## config.mk

```make
export PLATFORM = sky130hd
export DESIGN_NAME = tl_mem_arbiter
export DESIGN_NICKNAME = d
export VERILOG_FILES = /design/src/rtl/tl_pkg.sv /design/src/rtl/rr_arbiter.sv /design/src/rtl/tl_mem_arbiter.sv
export SDC_FILE = /design/constraint.sdc
export NUM_CORES = 1
export LEC_CHECK = 0
export CORE_AREA = 2 2 243 245
export CTS_CLUSTER_DIAMETER = 50
export DETAILED_ROUTE_END_ITERATION = 7
export DIE_AREA = 0 0 245 247
export PLACE_DENSITY = 0.33
export SLEW_MARGIN = 0
export SYNTH_ARGS = -nofsm -noshare
export SYNTH_HDL_FRONTEND = slang
export SYNTH_HIERARCHICAL = 1
export SYNTH_SLANG_ARGS = --single-unit
```

## constraint.sdc

```tcl
create_clock -name clk -period 8.2 [get_ports clk]
set_input_delay 1.64 -clock clk [delete_from_list [all_inputs] [get_ports clk]]
set_output_delay 1.64 -clock clk [all_outputs]
set_load 0.01 [all_outputs]
```

## src/rtl/tl_pkg.sv

```systemverilog
// ----------------------------------------------------------------------------
// tl_pkg
// Shared TileLink-UL definitions for the memory-port arbiter:
//   - A-channel opcodes (Get, PutFullData, PutPartialData)
//   - D-channel opcodes (AccessAck, AccessAckData)
//   - A-channel FSM state type
//   - tl_beats(): number of A-channel beats a request occupies
// ----------------------------------------------------------------------------
package tl_pkg;

    localparam logic [2:0] TL_PUT_FULL        = 3'd0;
    localparam logic [2:0] TL_PUT_PARTIAL     = 3'd1;
    localparam logic [2:0] TL_GET             = 3'd4;

    localparam logic [2:0] TL_ACCESS_ACK      = 3'd0;
    localparam logic [2:0] TL_ACCESS_ACK_DATA = 3'd1;

    typedef enum logic {
        A_IDLE  = 1'b0,
        A_BURST = 1'b1
    } a_state_e;

    // Only Put requests larger than one beat carry multiple data beats.
    // Oversized requests are clamped so a malformed size can never hang the lock.
    function automatic int unsigned tl_beats(
        input logic [2:0]  opcode,
        input logic [2:0]  size,
        input int unsigned lg_bb,
        input int unsigned max_beats
    );
        int unsigned sz;
        int unsigned b;
        sz = 32'(size);
        b  = 1;
        if ((opcode == TL_PUT_FULL || opcode == TL_PUT_PARTIAL) && sz > lg_bb)
            b = 32'd1 << (sz - lg_bb);
        if (b > max_beats)
            b = max_beats;
        return b;
    endfunction

endpackage

```

## src/rtl/rr_arbiter.sv

```systemverilog
// ----------------------------------------------------------------------------
// rr_arbiter
// Purely combinational round-robin picker: selects the first asserted request
// at or after the pointer, wrapping cyclically (N must be a power of two).
// Ports:
//   i_req [N]      request vector
//   i_ptr [IDX_W]  highest-priority index
//   o_gnt [N]      one-hot grant (all zero when nothing requests)
//   o_idx [IDX_W]  granted index (equals i_ptr when nothing requests)
//   o_any          at least one request present
// ----------------------------------------------------------------------------
module rr_arbiter #(
    parameter int N     = 2,
    parameter int IDX_W = $clog2(N)
) (
    input  logic [N-1:0]     i_req,
    input  logic [IDX_W-1:0] i_ptr,
    output logic [N-1:0]     o_gnt,
    output logic [IDX_W-1:0] o_idx,
    output logic             o_any
);

    logic [IDX_W-1:0] w_cand;

    // Scan from the farthest offset down so the nearest requester wins last.
    always_comb begin
        o_gnt  = '0;
        o_idx  = i_ptr;
        o_any  = 1'b0;
        w_cand = '0;
        for (int k = N - 1; k >= 0; k--) begin
            w_cand = i_ptr + IDX_W'(k);
            if (i_req[w_cand]) begin
                o_idx = w_cand;
                o_any = 1'b1;
            end
        end
        if (o_any)
            o_gnt[o_idx] = 1'b1;
    end

endmodule

```

## src/rtl/tl_mem_arbiter.sv

```systemverilog
// ----------------------------------------------------------------------------
// tl_mem_arbiter
// Shares one TileLink-UL memory port between N_MASTERS requesters.
// A channel: round-robin grant, locked for the whole of a multi-beat Put burst;
// the master index is prepended to the source. D channel: routed back by the
// top source bits. Both channels are zero-latency combinational paths.
// Ports:
//   clk, rst                   clock, synchronous active-high reset
//   m_a_*   (in, per master)   A requests; m_a_ready (out) per master
//   mem_a_* (out)              A request to memory; mem_a_ready (in)
//   mem_d_* (in)               D response from memory; mem_d_ready (out)
//   m_d_*   (out)              D broadcast fields, m_d_valid one-hot per master;
//                              m_d_ready (in) per master
//   perf_grant_cnt (out)       only with TLARB_PERF_EN: 16-bit saturating
//                              completed-request counter per master
// Build option: TLARB_PERF_EN enables the per-master grant counters.
// ----------------------------------------------------------------------------
module tl_mem_arbiter
    import tl_pkg::*;
#(
    parameter int N_MASTERS = 2,
    parameter int ADDR_W    = 64,
    parameter int DATA_W    = 64,
    parameter int MAX_BEATS = 8
) (
    input  logic                           clk,
    input  logic                           rst,
    input  logic [N_MASTERS*3-1:0]         m_a_opcode,
    input  logic [N_MASTERS*3-1:0]         m_a_param,
    input  logic [N_MASTERS*3-1:0]         m_a_size,
    input  logic [N_MASTERS*(4-$clog2(N_MASTERS))-1:0] m_a_source,
    input  logic [N_MASTERS*ADDR_W-1:0]    m_a_address,
    input  logic [N_MASTERS*(DATA_W/8)-1:0] m_a_mask,
    input  logic [N_MASTERS*DATA_W-1:0]    m_a_data,
    input  logic [N_MASTERS-1:0]           m_a_valid,
    output logic [N_MASTERS-1:0]           m_a_ready,
    output logic [2:0]                     mem_a_opcode,
    output logic [2:0]                     mem_a_param,
    output logic [2:0]                     mem_a_size,
    output logic [3:0]                     mem_a_source,
    output logic [ADDR_W-1:0]              mem_a_address,
    output logic [DATA_W/8-1:0]            mem_a_mask,
    output logic [DATA_W-1:0]              mem_a_data,
    output logic                           mem_a_valid,
    input  logic                           mem_a_ready,
    input  logic [2:0]                     mem_d_opcode,
    input  logic [1:0]                     mem_d_param,
    input  logic [2:0]                     mem_d_size,
    input  logic [3:0]                     mem_d_source,
    input  logic [1:0]                     mem_d_sink,
    input  logic                           mem_d_denied,
    input  logic [DATA_W-1:0]              mem_d_data,
    input  logic                           mem_d_corrupt,
    input  logic                           mem_d_valid,
    output logic                           mem_d_ready,
    output logic [2:0]                     m_d_opcode,
    output logic [1:0]                     m_d_param,
    output logic [2:0]                     m_d_size,
    output logic [3-$clog2(N_MASTERS):0]   m_d_source,
    output logic [1:0]                     m_d_sink,
    output logic                           m_d_denied,
    output logic [DATA_W-1:0]              m_d_data,
    output logic                           m_d_corrupt,
    output logic [N_MASTERS-1:0]           m_d_valid,
    input  logic [N_MASTERS-1:0]           m_d_ready
`ifdef TLARB_PERF_EN
    ,
    output logic [N_MASTERS*16-1:0]        perf_grant_cnt
`endif
);

    localparam int          IDX_W = $clog2(N_MASTERS);
    localparam int          SRC_W = 4 - IDX_W;
    localparam int          BB    = DATA_W / 8;
    localparam int unsigned LG_BB = $clog2(BB);
    localparam int unsigned MAXB  = MAX_BEATS;
    localparam int          CNT_W = $clog2(MAX_BEATS + 1);

    a_state_e               r_state;
    a_state_e               w_state_nxt;
    logic [IDX_W-1:0]       r_rr_ptr;
    logic [IDX_W-1:0]       r_lock_idx;
    logic [CNT_W-1:0]       r_beat_cnt;

    logic [N_MASTERS-1:0]   w_rr_gnt;
    logic [IDX_W-1:0]       w_rr_idx;
    logic                   w_rr_any;
    logic [N_MASTERS-1:0]   w_gnt_oh;
    logic [IDX_W-1:0]       w_gidx;
    logic                   w_avalid;
    logic                   w_hs;
    logic                   w_last;
    logic [CNT_W-1:0]       w_beats;
    logic [IDX_W-1:0]       w_didx;

    rr_arbiter #(
        .N     (N_MASTERS),
        .IDX_W (IDX_W)
    ) u_rr (
        .i_req (m_a_valid),
        .i_ptr (r_rr_ptr),
        .o_gnt (w_rr_gnt),
        .o_idx (w_rr_idx),
        .o_any (w_rr_any)
    );

    // During a burst the holder keeps the port even while its valid is low.
    always_comb begin
        if (r_state == A_BURST) begin
            w_gidx   = r_lock_idx;
            w_gnt_oh = N_MASTERS'(1) << r_lock_idx;
            w_avalid = m_a_valid[r_lock_idx];
        end else begin
            w_gidx   = w_rr_idx;
            w_gnt_oh = w_rr_gnt;
            w_avalid = w_rr_any;
        end
    end

    assign mem_a_opcode  = m_a_opcode[w_gidx*3 +: 3];
    assign mem_a_param   = m_a_param[w_gidx*3 +: 3];
    assign mem_a_size    = m_a_size[w_gidx*3 +: 3];
    assign mem_a_source  = {w_gidx, m_a_source[w_gidx*SRC_W +: SRC_W]};
    assign mem_a_address = m_a_address[w_gidx*ADDR_W +: ADDR_W];
    assign mem_a_mask    = m_a_mask[w_gidx*BB +: BB];
    assign mem_a_data    = m_a_data[w_gidx*DATA_W +: DATA_W];
    assign mem_a_valid   = w_avalid & ~rst;
    assign m_a_ready     = rst ? '0 : (w_gnt_oh & {N_MASTERS{mem_a_ready}});

    assign w_hs    = w_avalid & mem_a_ready & ~rst;
    assign w_beats = CNT_W'(tl_beats(mem_a_opcode, mem_a_size, LG_BB, MAXB));

    // >= rather than == so a size change mid-burst still releases the lock.
    always_comb begin
        w_last      = 1'b0;
        w_state_nxt = r_state;
        if (w_hs) begin
            if (r_state == A_IDLE)
                w_last = (w_beats <= CNT_W'(1));
            else
                w_last = ((r_beat_cnt + CNT_W'(1)) >= w_beats);
        end
        case (r_state)
            A_IDLE:  if (w_hs && !w_last) w_state_nxt = A_BURST;
            A_BURST: if (w_last)          w_state_nxt = A_IDLE;
            default:                      w_state_nxt = A_IDLE;
        endcase
    end

    always_ff @(posedge clk) begin
        if (rst)
            r_state <= A_IDLE;
        else
            r_state <= w_state_nxt;
    end

    always_ff @(posedge clk) begin
        if (rst) begin
            r_rr_ptr   <= '0;
            r_lock_idx <= '0;
            r_beat_cnt <= '0;
        end else begin
            if (r_state == A_IDLE && w_hs && !w_last) begin
                r_lock_idx <= w_gidx;
                r_beat_cnt <= CNT_W'(1);
            end else if (r_state == A_BURST && w_hs) begin
                r_beat_cnt <= r_beat_cnt + CNT_W'(1);
            end
            if (w_last)
                r_rr_ptr <= w_gidx + IDX_W'(1);
        end
    end

    // D channel: the top source bits name the master that issued the request.
    assign w_didx      = mem_d_source[3 -: IDX_W];
    assign m_d_valid   = rst ? '0 : (N_MASTERS'(mem_d_valid) << w_didx);
    assign mem_d_ready = m_d_ready[w_didx] & ~rst;
    assign m_d_opcode  = mem_d_opcode;
    assign m_d_param   = mem_d_param;
    assign m_d_size    = mem_d_size;
    assign m_d_source  = mem_d_source[SRC_W-1:0];
    assign m_d_sink    = mem_d_sink;
    assign m_d_denied  = mem_d_denied;
    assign m_d_data    = mem_d_data;
    assign m_d_corrupt = mem_d_corrupt;

`ifdef TLARB_PERF_EN
    logic [N_MASTERS*16-1:0] r_perf_cnt;

    always_ff @(posedge clk) begin
        if (rst)
            r_perf_cnt <= '0;
        else if (w_last && r_perf_cnt[w_gidx*16 +: 16] != 16'hFFFF)
            r_perf_cnt[w_gidx*16 +: 16] <= r_perf_cnt[w_gidx*16 +: 16] + 16'd1;
    end

    assign perf_grant_cnt = r_perf_cnt;
`endif

endmodule

```

==> impl_results.md <==
- Status: completed
- Multi-input gate area: 0.00218 sq mm
- Setup CP Type: in2out
- YS warnings: 6
- Internal: 0.000462 W
- Finished Layout Cells: 1,765
- # Post-CTS Setup Buffers: 0
- Clock-pin slew on the worst setup and hold paths: 40 ps
- Leak: 3.40 nW
- Cts repair resizes: 0
- Synth top area share: 0.547
- Placed cell area: 0.00797 sq mm
- Flops & latches, synth: 7
- Syn nets: 1,029
- Final Hold Viols: 0
- Clock skew: 1.18 ps
- Total CTS buffers: 3
- Post-placement cell count: 1,761
- # port buffers: 459
- R2R cell count: 15
- Switching share of power: 0.391
- FP Rows: 89
- Slew @ Worst Pin: 742 ps
- Number of top-level pins: 618
- Largest area contributor in the netlist: nand2_1
- Tcrit/Tclk final: 0.744
- DRC: 0
- Post-detailed-route wirelength per cell: 12.3 um
- CP arrival: 4460 ps
- EDFF count, synth: 0
- Die area: 0.0605 sq mm
- Main flop type after synthesis: dfxtp_1
- Grt total ovfl: 0
- P per Cell Area: 94.1 mW/mm^2
- Required time worst endpoint: 6560 ps
- Max VDD drop: 58.4 uV
- DR vias/cell: 2.86
- WL final: 21,700 um
- Setup total negative slack: 0 ps
- Comb pwr share: 0.835
- Core area: 0.0582 sq mm
- PnR worst setup slack: 2100 ps
- Worst skew pair latency: 230 ps
- Share of layout cells above drive strength 1: 0.0161
- Reg area: 140 sq um
- CP endpoint kind: output pin
- Area growth syn-to-layout: 161%
- Reg2reg end: r_rr_ptr$_SDFFE_PP0N_
- Worst path slowest cell: clkdlybuf4s50_1
- Number of fill cells: 6,742
- Final Core Density: 0.138
- Via count: 5,047
- Seq/Total Area, Yosys: 0.0454
- Max Cap Viol: 0
- Fmax: 0.164 GHz
- Top post-synthesis cells by count: nand2_1 (450), buf_4 (81), clkbuf_1 (19)
- RSZ-0062 raised after global routing: no
- Largest net degree at the start of global routing: 149
- Initial antenna violation count: 1
- Async SR Flop Fraction: 0
- Worst path max stage delay: 550 ps
- Worst hold endpoint: r_beat_cnt[3]$_SDFFE_PP0P_
- Ranking of synthesized cells by area: nand2_1 (55%), buf_4 (20%), dfxtp_1 (4.5%)
- Crit-path cells: clkdlybuf4s50_1 > a21boi_2 > nor2_1 > mux2i_4 > inv_6 > buf_12 > nand2_1 > nand2_1 > clkdlybuf4s50_1
- Fin. max-slew vios: 0
- Hold Buf Count CTS: 0
- Fin area: 0.00805 sq mm
- Routed Antenna Nets: 0
- Slew headroom: 0.506
- Reg-to-reg startpoint: r_rr_ptr$_SDFFE_PP0N_
- Post-layout nets: 1,383
- Setup crit start kind: primary input
- First-pass GRT wire length: 29,700 um
- Count leader, synth: nand2_1
- Flop pwr share: 0.052
- Worst hold-check path type: reg2reg
- CTS tree: yes
- Hold_sp: r_beat_cnt[3]$_SDFFE_PP0P_
- DR iter-0 viols: 175
- Chip height: 247 um
- Max Root-Sink Buffers: 2
- Mapped cell area: 0.00309 sq mm
- Final Setup Violations: 0
- Clock Tree Root: clkbuf_16
- Tot GR Track Use: 0.0635
- Routability-driven placement congestion ratio: 0.707
- Count of different cell masters after synthesis: 40
- CP Max Fanout: 79
- H-tree lvl count: 1
- Iteration count of the initial detailed-routing pass: 4
- Pre-CTS setup slack: 2060 ps
- Hold depth: 2
- Vias in the first global route: 4,982
- Die Width: 245 um
- Gate Count Post-Synth: 639
- Hpwl dp: 18,000 um
- Psw: 0.000296 W
- TritonCTS Sinks: 7
- R2R setup slack: 4180 ps
- Diodes inserted: 0
- Syn Area/Cell: 4.83 sq um
- Starting Density: 0.0530
- Period minus WS final: 6100 ps
- Clk pwr share: 0.112
## power groups by stage
stage	registers [W]	logic (W)	clock network, W
global route	0.0000401	0.000688	0.0000894
finish	0.0000397	0.000633	0.0000852
CTS	0.0000397	0.000646	0.0000864
detailed placement	0.0000402	0.000642	0
floorplan	0.0000377	0.000267	0
global placement	0.0000401	0.000649	0
## critical path: cells and delay by family
| family | cells | cell delay [ps] |
|---|---|---|
| buffers and inverters | 4 | 1830 |
| AND/OR/NAND/NOR | 3 | 530 |
| AO/OA/AOI/OAI | 1 | 190 |
| multiplexers | 1 | 160 |
## worst max path at each step
stage | from | to | slack (ps)
after floorplan | m_a_valid[0] | mem_a_address[11] | 3570
after global placement | m_a_valid[1] | mem_a_address[0] | 2120
after detailed placement | m_a_valid[0] | mem_a_address[0] | 2060
after CTS | m_a_valid[0] | mem_a_address[0] | 2050
after global routing | m_a_valid[0] | mem_a_address[0] | 1870
final | m_a_valid[0] | mem_a_address[0] | 2100
## placed cells by master, fill, tap and decap left out, types with 2 or more instances in the layout
master and count:
clkdlybuf4s50_1 459, nand2_1 450, nor2_1 9, dfxtp_1 7, mux2i_1 6, ha_1 6
inv_1 4, a21oi_1 4, nand3_1 3, nor3b_1 3, clkbuf_16 3, buf_12 3
or2_2 2, nand2b_1 2, a211oi_1 2, or3b_2 2, and2_1 2, o21ai_0 2
## stage by stage
stage / hold slack [ps] / power [W]
5_1_grt: 511 / 0.000817
3_5_place_dp: 471 / 0.000683
4_1_cts: 475 / 0.000772
2_1_floorplan: 449 / 0.000304
3_3_place_gp: 462 / 0.000689
6_report: 472 / 0.000758
## logic make-up (layout without fill, tap and decap cells)
| group | count (synthesis) | count (layout) | synth area share |
|---|---|---|---|
| DFF | 7 | 7 | 0.0454 |
| muxes | 8 | 8 | 0.0312 |
| adders and majority gates | 6 | 6 | 0.0243 |
| buffers and inverters | 119 | 472 | 0.247 |
| AOI/OAI and AO/OA | 18 | 18 | 0.0450 |
| and+or+nand+nor | 480 | 480 | 0.605 |
| xor gates and xnor gates | 1 | 1 | 0.00284 |
## metal layers
metal	track usage	vias up	share of wire
li1	-	2565	-
met1	0.0694	2104	0.37
met2	0.116	328	0.49
met3	0.0183	50	0.10
met4	0.0222	0	0.033
met5	0	-	0
## cell type report
cell class                      count  area share
Inverter                            6     0.00342
Timing Repair Buffer              462       0.578
Sequential cell                     7      0.0174
Multi-Input combinational cell    513       0.271
Tap cell                          773       0.120
Clock buffer                        4     0.00979
(Power assumes the default switching activity.)
